File: src/rtl/shift_sub_divider.sv
// Sequential signed restoring divider: one shift/subtract step per clock on the
// operand magnitudes, with the signs applied to quotient and remainder at the end.
module shift_sub_divider #(
    parameter int N = 4
) (
    input  logic         clk,
    input  logic         reset,
    input  logic         start,
    input  logic [N-1:0] a,
    input  logic [N-1:0] b,
    output logic [N-1:0] q,
    output logic [N-1:0] r,
    output logic         ready,
    output logic         div_by_zero,
    output logic         overflow
);

    localparam int CW = $clog2(N + 1);

    typedef enum logic [1:0] {
        IDLE,
        CALC,
        FIX,
        DONE
    } state_t;

    state_t        state_q;
    logic [CW-1:0] count_q;
    logic [N-1:0]  quo_q;
    logic [N-1:0]  divisor_q;
    logic [N-1:0]  rem_q;
    logic          signA_q;
    logic          signQ_q;
    logic          ovfPend_q;
    logic          zeroPend_q;
    logic [N-1:0]  qOut_q;
    logic [N-1:0]  rOut_q;
    logic          ready_q;
    logic          dbz_q;
    logic          ovf_q;

    logic [N-1:0]  absA_d;
    logic [N-1:0]  absB_d;
    logic          bZero_d;
    logic          ovfCase_d;
    logic [N:0]    shifted_d;
    logic [N:0]    trial_d;
    logic [N-1:0]  remNext_d;
    logic [N-1:0]  quoNext_d;
    logic [N-1:0]  quoSigned_d;
    logic [N-1:0]  remSigned_d;
    logic [N-1:0]  dividend_d;

    // The held remainder is always below the divisor magnitude (at most 2^(N-1)),
    // so it fits in N bits; only the shifted trial value needs the extra bit.
    always_comb begin
        absA_d      = a[N-1] ? N'(-a) : a;
        absB_d      = b[N-1] ? N'(-b) : b;
        bZero_d     = (b == '0);
        ovfCase_d   = (a == {1'b1, {(N-1){1'b0}}}) && (b == '1);
        shifted_d   = {rem_q, quo_q[N-1]};
        trial_d     = shifted_d - {1'b0, divisor_q};
        remNext_d   = trial_d[N] ? shifted_d[N-1:0] : trial_d[N-1:0];
        quoNext_d   = {quo_q[N-2:0], ~trial_d[N]};
        quoSigned_d = signQ_q ? N'(-quo_q) : quo_q;
        remSigned_d = signA_q ? N'(-rem_q) : rem_q;
        dividend_d  = signA_q ? N'(-quo_q) : quo_q;
    end

    // Controller and datapath; start wins over every state so an in-flight
    // division is simply discarded and the outputs keep the last result.
    always_ff @(posedge clk) begin
        if (reset) begin
            state_q    <= IDLE;
            count_q    <= '0;
            quo_q      <= '0;
            divisor_q  <= '0;
            rem_q      <= '0;
            signA_q    <= 1'b0;
            signQ_q    <= 1'b0;
            ovfPend_q  <= 1'b0;
            zeroPend_q <= 1'b0;
            qOut_q     <= '0;
            rOut_q     <= '0;
            ready_q    <= 1'b0;
            dbz_q      <= 1'b0;
            ovf_q      <= 1'b0;
        end else if (start) begin
            signA_q    <= a[N-1];
            signQ_q    <= a[N-1] ^ b[N-1];
            quo_q      <= absA_d;
            divisor_q  <= absB_d;
            rem_q      <= '0;
            count_q    <= CW'(N);
            ovfPend_q  <= ovfCase_d;
            zeroPend_q <= bZero_d;
            ready_q    <= 1'b0;
            dbz_q      <= 1'b0;
            ovf_q      <= 1'b0;
            state_q    <= bZero_d ? DONE : CALC;
        end else begin
            case (state_q)
                CALC: begin
                    rem_q   <= remNext_d;
                    quo_q   <= quoNext_d;
                    count_q <= count_q - CW'(1);
                    if (count_q == CW'(1)) begin
                        state_q <= FIX;
                    end
                end
                FIX: begin
                    qOut_q  <= quoSigned_d;
                    rOut_q  <= ovfPend_q ? '0 : remSigned_d;
                    ovf_q   <= ovfPend_q;
                    dbz_q   <= 1'b0;
                    ready_q <= 1'b1;
                    state_q <= DONE;
                end
                DONE: begin
                    // A zero divisor skips CALC; its result is published on the first DONE edge.
                    if (zeroPend_q) begin
                        qOut_q     <= '1;
                        rOut_q     <= dividend_d;
                        dbz_q      <= 1'b1;
                        ovf_q      <= 1'b0;
                        ready_q    <= 1'b1;
                        zeroPend_q <= 1'b0;
                    end
                end
                default: begin
                end
            endcase
        end
    end

    assign q           = qOut_q;
    assign r           = rOut_q;
    assign ready       = ready_q;
    assign div_by_zero = dbz_q;
    assign overflow    = ovf_q;

endmodule

File: config.mk
export PLATFORM = sky130hd
export DESIGN_NAME = shift_sub_divider
export DESIGN_NICKNAME = d
export VERILOG_FILES = /design/src/rtl/shift_sub_divider.sv
export SDC_FILE = /design/constraint.sdc
export NUM_CORES = 1
export LEC_CHECK = 0
export ABC_AREA = 1
export CORE_MARGIN = 3
export CORE_UTILIZATION = 59
export DETAILED_ROUTE_END_ITERATION = 10
export GPL_ROUTABILITY_DRIVEN = 0
export PLACE_DENSITY = 0.84
export SLEW_MARGIN = 15
export SYNTH_ARGS = -nofsm -noshare
export SYNTH_HDL_FRONTEND = slang
export SYNTH_SLANG_ARGS = --single-unit
File: constraint.sdc
create_clock -name clk -period 4.3 [get_ports clk]
set_input_delay 0.86 -clock clk [delete_from_list [all_inputs] [get_ports clk]]
set_output_delay 0.86 -clock clk [all_outputs]
set_load 0.03 [all_outputs]
==> results.cfg <==
[run_status]
status = completed

[critical_path]
arrival_ns = 1.37
critical_path_required_ns = 3.44
endpoint_kind = output pin
cp_slowest_stage_delay_ns = 0.67
critPathLaunchType = register
path_max_fanout = 2
path_buf_inv = 1
path_depth = 1
critPathSlowestCell = clkdlybuf4s50_1
path_delay_family = buffers and inverters
worst_r2r_path_depth = 12
path_cells = clkdlybuf4s50_1
crit_type = reg2out

[timing]
period_share_pct = 51.8
setup_violations = 0
holdWs_ns = 0.508
finalCriticalPeriod_ns = 2.23
finalSetupTns_ns = 0
worst_pin_slew_ns = 0.485
finalHoldViolations = 0
rsz0062_at_grt = no
slew_headroom_pct = 67.6
fin_skew_ns = 0.0130
drv_slew = 0
fmax_mhz = 449

[cells_and_area]
post-route-util_pct = 74.1
n_antenna_cell = 0
fin_cells = 299
nets = 290
layout-drive-gt1-share_pct = 9.33
synthToLayoutAreaGrowth_pct = 17.5
layout_common_cells = nand2_1 (37), inv_1 (36), dfxtp_1 (32)
mostFrequentLayoutCell = nand2_1

[synthesis]
avgSynthCellArea_sq_um = 7.34
synth_top_family_by_area = compound AO/OA/AOI/OAI gates
synth_fa_ha_area_share_pct = 8.84
synth_top_cell_by_area = dfxtp_1
synthMuxAreaShare_pct = 0
syn_inst = 243
synth_xor_area_share_pct = 2.95
synth_top_area_share_pct = 35.9
synth_compound_area_share_pct = 21.0
synth_seq_cells = 32
synth_area_sq_mm = 0.00178
synthSimpleGateAreaFrac_pct = 20.2
yosys-top-cells-area = dfxtp_1 (36%), nand2_1 (7.8%), ha_1 (7.7%), inv_1 (7.6%), a21oi_1 (6.2%)
synth_nets = 266
ys_types = 31
yosysWarnings = 0
yosysSeqAreaShare_pct = 35.9

[detailed_routing]
antenna_left = 0
vias = 1700
drc = 0
wirelength_mm = 3.96
dr.first_iter.drc_count = 99
wire_per_inst_um = 13.3
vias_per_cell = 5.69
drt_pass1_iterations = 4

[power]
pwr-share-seq_pct = 44.7
power_mw = 0.725
cellPowerDensity_mw_per_mm2 = 346
p_switching_mw = 0.206
swShare_pct = 28.3
combPwrFrac_pct = 19.6
clkPwrFrac_pct = 35.7
max-vdd-ir-drop_mv = 0.307
leakagePower_nw = 0.928
p_int_mw = 0.520

[hold_path]
hp-class = reg2reg
min_path_cells = 2

[global_route]
grt_first_pass_wirelength_mm = 6.57
antenna_found_initial = 0
globalRouteTotalUtil_pct = 24.0
grt_pass1_vias = 1507
overflow = 0
grt_max_degree = 18

[cts]
clockRootBuffer = clkbuf_4
clk_pin_slew_ns = 0.11
htree_num_levels = 2
clock-sinks = 32
cts.path.max_buffers = 2
cts_setup_buffers = 0
numCtsBuffers = 5
clock_latency_ns = 0.35
cts_hold_buf = 0
cts_tree = built
post_cts_resized = 0

[floorplan]
die-area_sq_mm = 0.00372
die_width_um = 61.0
start_util_pct = 63.1
io_pins = 22
coreArea_sq_mm = 0.00283
die_h_um = 61.0
row_count = 19

[placement]
place_hpwl_mm = 2.95
dp.cells = 291
port-buffer-count = 21

[flow_run]
drv_cap = 0
-- power by group through the flow --
stage	Clock, mW	Combinational [mW]	Sequential (mW)
4_1_cts	0.259	0.141	0.324
6_report	0.259	0.142	0.324
3_5_place_dp	0	0.139	0.331
5_1_grt	0.279	0.159	0.326
3_3_place_gp	0	0.138	0.331
2_1_floorplan	0	0.0947	0.335
-- worst reg2reg max path: stages (launching register included) --
cell and delay [ns]:
dfxtp_1 0.37, inv_1 0.12, ha_1 0.16, inv_1 0.06, fa_1 0.40, nand3_1 0.12, nand3_1 0.07, nand2_1 0.13
nand2_1 0.14, nand2_1 0.08, nand2_1 0.04, o21ai_0 0.22, inv_1 0.06
-- Yosys cell counts --
library cell   n
o21ai_1        8
a211oi_1       1
buf_2          1
buf_4          2
o22ai_1        3
xnor2_1        1
a21oi_1       22
nor3_1         1
or2_1          1
ha_1          11
nand4_1        4
nor2_4         2
nand2_1       37
fa_1           1
o31ai_1        1
o211ai_2       1
inv_2          7
o21ai_0       20
o21ai_2        1
a31oi_1        6
a22oi_1        3
nand2_2        4
nand3_1       18
inv_4          1
buf_6          1
nor2_1        10
xor2_1         5
inv_1         36
dfxtp_1       32
o41ai_1        1
nand3_2        1
-- per-layer routing --
| layer | vias to the layer above | wire (um) | global-route usage (%) |
|---|---|---|---|
| li1 | 861 | - | - |
| met1 | 773 | 1840 | 31.7 |
| met2 | 59 | 1820 | 38.2 |
| met3 | 7 | 246 | 6.60 |
| met4 | 0 | 51 | 7.74 |
| met5 | - | 0 | 0 |
-- final cells by class --
class	count	area, sq um
flip-flops and latches	32	641
multi-input cells	163	945
inverters	44	168
well taps	31	38.8
clock inverters	1	30.0
clock buffers	7	65.1
fillers	217	732
repair buffers	21	210
-- flip-flops by register name, indices dropped and copies added (netlist names) --
register	flops
divisor_q	4
overflow	1
zeroPend_q	1
state_q	2
r	4
q	4
signQ_q	1
rem_q	4
ready	1
div_by_zero	1
ovfPend_q	1
quo_q	4
signA_q	1
count_q	3
-- logic make-up after synthesis --
group	Yosys count
adder cells (fa/ha/maj)	12
AND/OR/NAND/NOR	78
buffers and inverters	48
XOR/XNOR	6
flip-flops	32
AO/OA/AOI/OAI	67
-- metrics by stage --
step	worst slack [ns]	instance area [sq um]
final	2.07	2100
after global placement	1.86	2000
after detailed placement	1.87	2000
after global routing	2.00	2100
after CTS	2.08	2100
after floorplan	2.54	1780
-- worst paths after layout --
path / slack [ns] / endpoint / start
worst max register to register: 2.22 / rem_q[2]$_SDFFE_PP0P_ / quo_q[3]$_SDFFE_PP0P_
worst min register to register: 0.51 / count_q[1]$_SDFFE_PP0P_ / count_q[1]$_SDFFE_PP0P_
worst min-delay path: 0.51 / count_q[1]$_SDFFE_PP0P_ / count_q[1]$_SDFFE_PP0P_
worst max-delay path: 2.07 / q[2] / q[2]$_SDFFE_PP0P_
Power figures use the tool's default switching activity.
